<file path="src/rtl/cpu_pkg.sv">
//------------------------------------------------------------------------------
// Module : cpu_pkg
// Brief  : Shared constants for the pipelined CPU front end.
// Rev    : 1.0 - initial release
//------------------------------------------------------------------------------
`default_nettype none

package cpu_pkg;

  localparam int          INSTR_W      = 32;
  localparam int          ADDR_W       = 32;
  localparam int          PC_INC       = 4;
  localparam logic [31:0] NOP_INSTR    = 32'h0000_0000;
  localparam logic [31:0] RESET_VECTOR = 32'h0000_0000;

endpackage : cpu_pkg

`default_nettype wire

</file>
<file path="src/rtl/pipe_reg.sv">
//------------------------------------------------------------------------------
// Module : pipe_reg
// Brief  : W-bit pipeline register; async reset and sync clear to RST_VAL,
//          clear has priority over enable.
// Rev    : 1.0 - initial release
//------------------------------------------------------------------------------
`default_nettype none

module pipe_reg #(
  parameter int           W       = 32,
  parameter logic [W-1:0] RST_VAL = '0
) (
  input  logic         i_clk,
  input  logic         i_rst,
  input  logic         i_en,
  input  logic         i_clr,
  input  logic [W-1:0] i_d,
  output logic [W-1:0] o_q
);

  logic [W-1:0] r_q;

  always_ff @(posedge i_clk or posedge i_rst) begin
    if (i_rst) begin
      r_q <= RST_VAL;
    end else if (i_clr) begin
      r_q <= RST_VAL;
    end else if (i_en) begin
      r_q <= i_d;
    end
  end

  assign o_q = r_q;

endmodule : pipe_reg

`default_nettype wire

</file>
<file path="src/rtl/fetch_stage.sv">
//------------------------------------------------------------------------------
// Module : fetch_stage
// Brief  : IF stage - PC register, next-PC mux and IF/ID pipeline register.
//          Optional perf counters enabled by defining FETCH_PERF_CNT_EN.
// Rev    : 1.0 - initial release
//------------------------------------------------------------------------------
`default_nettype none

module fetch_stage
  import cpu_pkg::*;
#(
  parameter int              PC_W     = ADDR_W,
  parameter logic [PC_W-1:0] RESET_PC = PC_W'(RESET_VECTOR),
  parameter int              CNT_W    = 32
) (
  input  logic             clk_i,
  input  logic             rst_i,
  input  logic             stall_i,
  input  logic             flush_i,
  input  logic             branch_taken_i,
  input  logic [PC_W-1:0]  branch_target_i,
  output logic [PC_W-1:0]  imem_addr_o,
  input  logic [PC_W-1:0]  imem_instr_i,
  output logic [PC_W-1:0]  id_pc4_o,
  output logic [PC_W-1:0]  id_instr_o,
  output logic             id_valid_o,
  output logic [CNT_W-1:0] fetch_cnt_o,
  output logic [CNT_W-1:0] stall_cnt_o,
  output logic [CNT_W-1:0] flush_cnt_o
);

  logic [PC_W-1:0] r_pc;
  logic [PC_W-1:0] w_pc_plus4;
  logic [PC_W-1:0] w_pc_next;
  logic            w_squash;
  logic            w_load;

  assign w_pc_plus4 = r_pc + PC_W'(PC_INC);
  assign w_squash   = flush_i | branch_taken_i;
  assign w_load     = ~w_squash & ~stall_i;

  // A taken branch overrides a stall so the redirect is never lost.
  always_comb begin
    w_pc_next = w_pc_plus4;
    if (branch_taken_i) begin
      w_pc_next = {branch_target_i[PC_W-1:2], 2'b00};
    end else if (stall_i) begin
      w_pc_next = r_pc;
    end
  end

  always_ff @(posedge clk_i or posedge rst_i) begin
    if (rst_i) begin
      r_pc <= RESET_PC;
    end else begin
      r_pc <= w_pc_next;
    end
  end

  assign imem_addr_o = r_pc;

  pipe_reg #(.W(PC_W), .RST_VAL('0)) u_id_pc4 (
    .i_clk(clk_i), .i_rst(rst_i), .i_en(~stall_i), .i_clr(w_squash),
    .i_d(w_pc_plus4), .o_q(id_pc4_o)
  );

  pipe_reg #(.W(PC_W), .RST_VAL(PC_W'(NOP_INSTR))) u_id_instr (
    .i_clk(clk_i), .i_rst(rst_i), .i_en(~stall_i), .i_clr(w_squash),
    .i_d(imem_instr_i), .o_q(id_instr_o)
  );

  pipe_reg #(.W(1), .RST_VAL(1'b0)) u_id_valid (
    .i_clk(clk_i), .i_rst(rst_i), .i_en(~stall_i), .i_clr(w_squash),
    .i_d(1'b1), .o_q(id_valid_o)
  );

`ifdef FETCH_PERF_CNT_EN
  logic [CNT_W-1:0] r_fetch_cnt;
  logic [CNT_W-1:0] r_stall_cnt;
  logic [CNT_W-1:0] r_flush_cnt;

  // Counters saturate at all-ones rather than wrapping.
  always_ff @(posedge clk_i or posedge rst_i) begin
    if (rst_i) begin
      r_fetch_cnt <= '0;
      r_stall_cnt <= '0;
      r_flush_cnt <= '0;
    end else begin
      if (w_load && (r_fetch_cnt != '1)) begin
        r_fetch_cnt <= r_fetch_cnt + CNT_W'(1);
      end
      if (stall_i && !w_squash && (r_stall_cnt != '1)) begin
        r_stall_cnt <= r_stall_cnt + CNT_W'(1);
      end
      if (w_squash && (r_flush_cnt != '1)) begin
        r_flush_cnt <= r_flush_cnt + CNT_W'(1);
      end
    end
  end

  assign fetch_cnt_o = r_fetch_cnt;
  assign stall_cnt_o = r_stall_cnt;
  assign flush_cnt_o = r_flush_cnt;
`else
  assign fetch_cnt_o = '0;
  assign stall_cnt_o = '0;
  assign flush_cnt_o = '0;
`endif

endmodule : fetch_stage

`default_nettype wire

</file>
<file path="config.mk">
export PLATFORM = sky130hd
export DESIGN_NAME = fetch_stage
export DESIGN_NICKNAME = d
export VERILOG_FILES = /design/src/rtl/cpu_pkg.sv /design/src/rtl/pipe_reg.sv /design/src/rtl/fetch_stage.sv
export SDC_FILE = /design/constraint.sdc
export NUM_CORES = 1
export LEC_CHECK = 0
export ABC_AREA = 1
export CORE_UTILIZATION = 41
export CTS_CLUSTER_SIZE = 16
export DETAILED_ROUTE_END_ITERATION = 10
export PLACE_DENSITY_LB_ADDON = 0.3
export SLEW_MARGIN = 20
export SYNTH_ARGS = -nofsm -noshare
export SYNTH_HDL_FRONTEND = slang
export SYNTH_SLANG_ARGS = --single-unit
</file>
<file path="constraint.sdc">
create_clock -name clk_i -period 3.8 [get_ports clk_i]
set_input_delay 0.76 -clock clk_i [delete_from_list [all_inputs] [get_ports clk_i]]
set_output_delay 0.76 -clock clk_i [all_outputs]
set_load 0.01 [all_outputs]
</file>
==> flow_summary_export.csv, run 1 <==
group,metric,value,unit
layout,n_antenna_cell,0,
floorplanning,initial_utilization,42.01,%
sta,setup_violations,0,
yosys,ys_warn_count,0,
sta,fin_worst_skew,0.005880,ns
min_path,hold_path_depth,2,
sta,min_period,2.433,ns
floorplanning,core_area,0.01262,mm2
sta,tns,0,ns
floorplanning,dieHeight,115.7,um
global_route,grt_usage,20.26,%
place,port_buffers,159,
global_route,antenna_found_initial,0,
min_path,whs_endpoint,"u_id_pc4.o_q[18]$_DFFE_PP0P_",
clock_network,clkLatencyLatePin,0.34,ns
critical_path,crit_fanout,17,
critical_path,r2r_setup_slack,2.16,ns
sta,final_max_slew_viol_count,0,
global_route,grt_pass1_wl,20890,um
critical_path,crit_arrival,2.72,ns
run_status,status,"completed",
routing,wire_per_inst,13.77,um
clock_network,cts_setup_buffers,0,
routing,wirelength,13450,um
yosys,ys_ff_latch,93,
clock_network,clock-sinks,93,
yosys,synthTopCellsByArea,"dfrtp_1 44%, nand2_1 15%, buf_4 14%",
power,vdd_drop_max,0.0001981,V
global_route,grt_max_degree,43,
routing,vias,4426,
floorplanning,std_cell_rows,41,
critical_path,r2r_cells,8,
sta,rsz0062_at_grt,"false",
flow_run,drv_cap,0,
sta,fmax,410.9,MHz
min_path,hold_class,"register to register",
power,power.leakage,3.441,nW
critical_path,cp-end-kind,"register",
global_route,first_global_vias,4217,
routing,drc,0,
floorplanning,io_pins,262,
place,hpwl,10020,um
yosys,synthCells,642,
yosys,seq_area_frac_synth,43.90,%
layout,final_common_cell,"nand2_1",
yosys,ys_types,27,
sta,min_period_over_period,64.04,%
clock_network,cts_tree,"built",
layout,layout_common_cells,"217 x nand2_1, 159 x clkdlybuf4s50_1, 100 x conb_1",
layout,n_fill_cell,1166,
layout,nets,870,
floorplanning,die_w,115.7,um
critical_path,crit_type,"primary input to register",
routing,detail-route-antenna-nets,0,
layout,syn_to_final_growth,32.57,%
place,finalWeightedCongestion,0.8307,
sta,hold_viol,0,
sta,worst_pin_slew,0.7335,ns
routing,via_per_inst,4.530,
critical_path,cp.required,4.08,ns
critical_path,crit_start,"branch_taken_i",
critical_path,regToRegEndpoint,"u_id_pc4.o_q[18]$_DFFE_PP0P_",
global_route,gr-total-overflow,0,
min_path,hp-start,"u_id_pc4.o_q[18]$_DFFE_PP0P_",
layout,fin_area,0.007028,mm2
power,power,2.529,mW
clock_network,numCtsBuffers,9,
critical_path,critPathLaunchType,"primary input",
power,power_density,359.8,mW/mm2
clock_network,cts_buffer_depth,2,
yosys,avgSynthCellArea,8.258,um2
clock_network,cts_hold_buf,0,
critical_path,worstReg2RegStart,"imem_addr_o[2]$_DFFE_PP0N_",
place,dpl_cell_area,0.006716,mm2
yosys,synth_top_area_share,43.90,%
floorplanning,dieArea,0.01339,mm2
routing,dr.pass1.iters,4,
layout,drive_gt1_share,6.460,%
yosys,syn_area,0.005301,mm2
clock_network,post_cts_resized,0,
clock_network,cts.htree.levels,3,
routing,drtIter0Drc,272,
yosys,yosys.area.top_type,"dfrtp_1",
clock_network,root_buffer,"clkbuf_16",
sta,maxSlewHeadroom,51.05,%
clock_network,clk_pin_slew,0.07,ns
metal layers:
layer,wire length [um],GRT usage [%]
met1,5681,24.59
met2,6506,35.25
met3,1009,5.021
met4,251,6.667
met5,0,0
stage by stage:
step | std cells | setup slack (ns) | utilization (%) | hold slack (ns)
after CTS | 977 | 1.351 | 55.69 | 0.4845
final | 977 | 1.367 | 55.69 | 0.4775
after global placement | 961 | 1.002 | 53.22 | 0.4663
after floorplan | 741 | 0.6197 | - | 0.5155
after detailed placement | 961 | 0.9912 | 53.22 | 0.4647
after global routing | 977 | 1.191 | 55.69 | 0.5079
where the power goes:
| part | leakage [nW] | internal, mW | switching [mW] | total, mW |
|---|---|---|---|---|
| clock network | 0.149 | 0.550 | 0.390 | 0.940 |
| logic | 2.06 | 0.224 | 0.252 | 0.475 |
| registers | 1.23 | 1.05 | 0.0682 | 1.11 |
worst max path at each step:
stage               depth (start not counted)                          end
CTS                                         7  imem_addr_o[28]$_DFFE_PP0N_
detailed placement                          7  imem_addr_o[23]$_DFFE_PP0N_
global placement                            7  imem_addr_o[26]$_DFFE_PP0N_
finish                                      7  imem_addr_o[28]$_DFFE_PP0N_
global route                                7  imem_addr_o[23]$_DFFE_PP0N_
floorplan                                   1  imem_addr_o[10]$_DFFE_PP0N_
kinds of logic (layout without fill, tap and decap cells):
kind of cell | Yosys count | after routing | share of synthesized area, %
buffers and inverters | 169 | 233 | 19.42
other | 1 | 100 | 0.07074
and+or+nand+nor | 293 | 293 | 23.77
adders and majority gates | 1 | 1 | 0.2360
AOI/OAI and AO/OA | 71 | 71 | 10.01
xor gates and xnor gates | 14 | 14 | 2.596
DFF | 93 | 93 | 43.90
layout make-up:
type / instances / area (um2) / share of cell area (%)
sequential: 93 / 2327 / 33.11
clock inverter: 4 / 55.05 / 0.7833
clock buffer: 12 / 256.5 / 3.650
timing repair buffer: 167 / 1664 / 23.68
inverter: 50 / 188.9 / 2.688
multi-input combinational: 479 / 2321 / 33.02
tap: 172 / 215.2 / 3.062
worst max-delay path, stage by stage:
cell and delay (ns):
clkdlybuf4s50_1 0.64, buf_4 0.32, nor2_4 0.40, inv_2 0.25
o21ai_0 0.21, inv_1 0.06, nand2_1 0.06
flip-flops by register name (all words and copies together), names as in the netlist:
name and count:
u_id_pc4.o_q 30, u_id_instr.o_q 32, u_id_valid.o_q 1, imem_addr_o 30
Yosys cell counts:
| library cell | n |
|---|---|
| a21oi_1 | 2 |
| a22o_1 | 41 |
| and2_1 | 3 |
| buf_2 | 16 |
| buf_4 | 100 |
| clkbuf_1 | 3 |
| conb_1 | 1 |
| dfrtp_1 | 93 |
| ha_1 | 1 |
| inv_1 | 48 |
| inv_2 | 2 |
| nand2_1 | 217 |
| nand2_2 | 6 |
| nand2_4 | 2 |
| nand3_1 | 19 |
| nor2_1 | 30 |
| nor2_2 | 6 |
| nor2_4 | 9 |
| nor2_8 | 1 |
| o211ai_1 | 3 |
| o21ai_0 | 16 |
| o21ai_1 | 4 |
| o21bai_1 | 4 |
| o221ai_1 | 1 |
| xnor2_1 | 3 |
| xor2_1 | 9 |
| xor2_2 | 2 |
No activity file was read; power rests on OpenSTA's default activity.
==> run 2: changes to the inputs <==
==> constraint.sdc (replaced) <==
create_clock -name clk_i -period 2.55 [get_ports clk_i]
set_input_delay 0.51 -clock clk_i [delete_from_list [all_inputs] [get_ports clk_i]]
set_output_delay 0.51 -clock clk_i [all_outputs]
set_load 0.01 [all_outputs]
==> flow_summary_export.csv, run 2 (same netlist as run 1, synthesis figures left out) <==
group,metric,value,unit
floorplanning,std_cell_rows,41,
min_path,hold_class,"register to register",
layout,syn_to_final_growth,34.15,%
critical_path,crit_fanout,5,
clock_network,cts.htree.levels,3,
power,vdd_drop_max,0.0002901,V
clock_network,root_buffer,"clkbuf_16",
critical_path,crit_arrival,1.46,ns
layout,stdcell_count,982,
layout,n_fill_cell,1147,
floorplanning,io_pins,262,
sta,rsz0062_at_grt,"false",
critical_path,crit_path_cell_trace,"clkdlybuf4s50_1",
clock_network,cts_setup_buffers,0,
floorplanning,core_area,0.01262,mm2
layout,layout_common_cells,"217 x nand2_1, 159 x clkdlybuf4s50_1, 100 x conb_1",
critical_path,r2r_setup_slack,0.95,ns
global_route,first_global_vias,4153,
sta,min_period_over_period,77.17,%
place,finalWeightedCongestion,0.8326,
floorplanning,dieHeight,115.7,um
routing,wire_per_inst,13.61,um
sta,final_max_slew_viol_count,0,
global_route,gr-total-overflow,0,
critical_path,cp-end-kind,"output port",
critical_path,cp.required,2.04,ns
critical_path,crit_type,"register to output port",
floorplanning,dieArea,0.01339,mm2
sta,setup_violations,0,
sta,fin_worst_skew,0.006949,ns
place,port_buffers,159,
sta,tns,0,ns
sta,fmax,508.2,MHz
layout,regArea,0.002327,mm2
layout,multi_input_area,0.002321,mm2
flow_run,drv_cap,0,
routing,drc,0,
layout,largest_reg_flops,32,
clock_network,cts_tree,"built",
global_route,grt_max_degree,62,
floorplanning,die_w,115.7,um
power,power.leakage,3.474,nW
power,power_density,534.2,mW/mm2
clock_network,cts_hold_buf,0,
clock_network,clkLatencyLatePin,0.34,ns
layout,final_common_cell,"nand2_1",
critical_path,cpPeakStageDelay,0.62,ns
place,hpwl,10080,um
routing,via_per_inst,4.501,
routing,drtIter0Drc,274,
global_route,grt_usage,20.03,%
routing,wirelength,13370,um
run_status,status,"completed",
clock_network,clk_pin_slew,0.06,ns
floorplanning,initial_utilization,42.01,%
critical_path,crit_buf_inv,1,
critical_path,critPathLaunchType,"register",
global_route,grt_pass1_wl,20730,um
clock_network,numCtsBuffers,9,
layout,drive_gt1_share,6.914,%
sta,hold_viol,0,
clock_network,cts_buffer_depth,2,
layout,nets,875,
sta,min_period,1.968,ns
clock_network,post_cts_resized,0,
routing,dr.pass1.iters,4,
clock_network,clock-sinks,93,
routing,vias,4420,
layout,n_antenna_cell,0,
place,place_inst,966,
critical_path,cpMaxStageDelayCell,"clkdlybuf4s50_1",
routing,detail-route-antenna-nets,0,
global_route,antenna_found_initial,0,
critical_path,cp_top_family,"buffers and inverters",
-- run 2: metrics by stage --
step / area [um2] / setup WS [ns] / util (%) / total power, mW / hold WS (ns)
final: 7112 / 0.5822 / 56.36 / 3.799 / 0.4795
after global routing: 7112 / 0.5375 / 56.36 / 3.990 / 0.5016
after CTS: 7112 / 0.5724 / 56.36 / 3.837 / 0.4849
after detailed placement: 6794 / 0.3680 / 53.84 / 2.406 / 0.4644
after global placement: 6794 / 0.4004 / 53.84 / 2.394 / 0.4640
after floorplan: 5677 / 0.9483 / - / 2.134 / 0.5155
-- run 2: final cells by class --
cell class | instances | share of cell area (%)
clock buffer | 11 | 3.272
multi-input combinational | 479 | 32.64
inverter | 50 | 2.692
tap | 172 | 3.026
sequential | 93 | 32.72
timing repair buffer | 172 | 24.45
clock inverter | 5 | 1.196
-- run 2: worst paths after layout --
path / from / to / depth (start not counted)
min: u_id_pc4.o_q[27]$_DFFE_PP0P_ / u_id_pc4.o_q[27]$_DFFE_PP0P_ / 2
max: imem_addr_o[11]$_DFFE_PP0N_ / imem_addr_o[11] / 1
max reg2reg: imem_addr_o[3]$_DFFE_PP0N_ / u_id_pc4.o_q[26]$_DFFE_PP0P_ / 10
min in group asynchronous: rst_i / u_id_pc4.o_q[18]$_DFFE_PP0P_ / 3
min reg2reg: u_id_pc4.o_q[27]$_DFFE_PP0P_ / u_id_pc4.o_q[27]$_DFFE_PP0P_ / 2
max in group asynchronous: rst_i / u_id_instr.o_q[26]$_DFFE_PP0P_ / 3
-- run 2: per-layer routing --
layer  up-vias  wire (um)  track usage [%]
met3        12       1136            5.021
li1       2145          -                -
met1      2065       5664            24.79
met5         -          0                0
met2       198       6441            34.73
met4         0        122            5.556
-- run 2: where the power goes --
group / internal [mW] / leakage, nW / switching [mW]
logic: 0.344 / 2.09 / 0.377
registers: 1.56 / 1.23 / 0.102
clock network: 0.863 / 0.150 / 0.554
total: 2.77 / 3.47 / 1.03
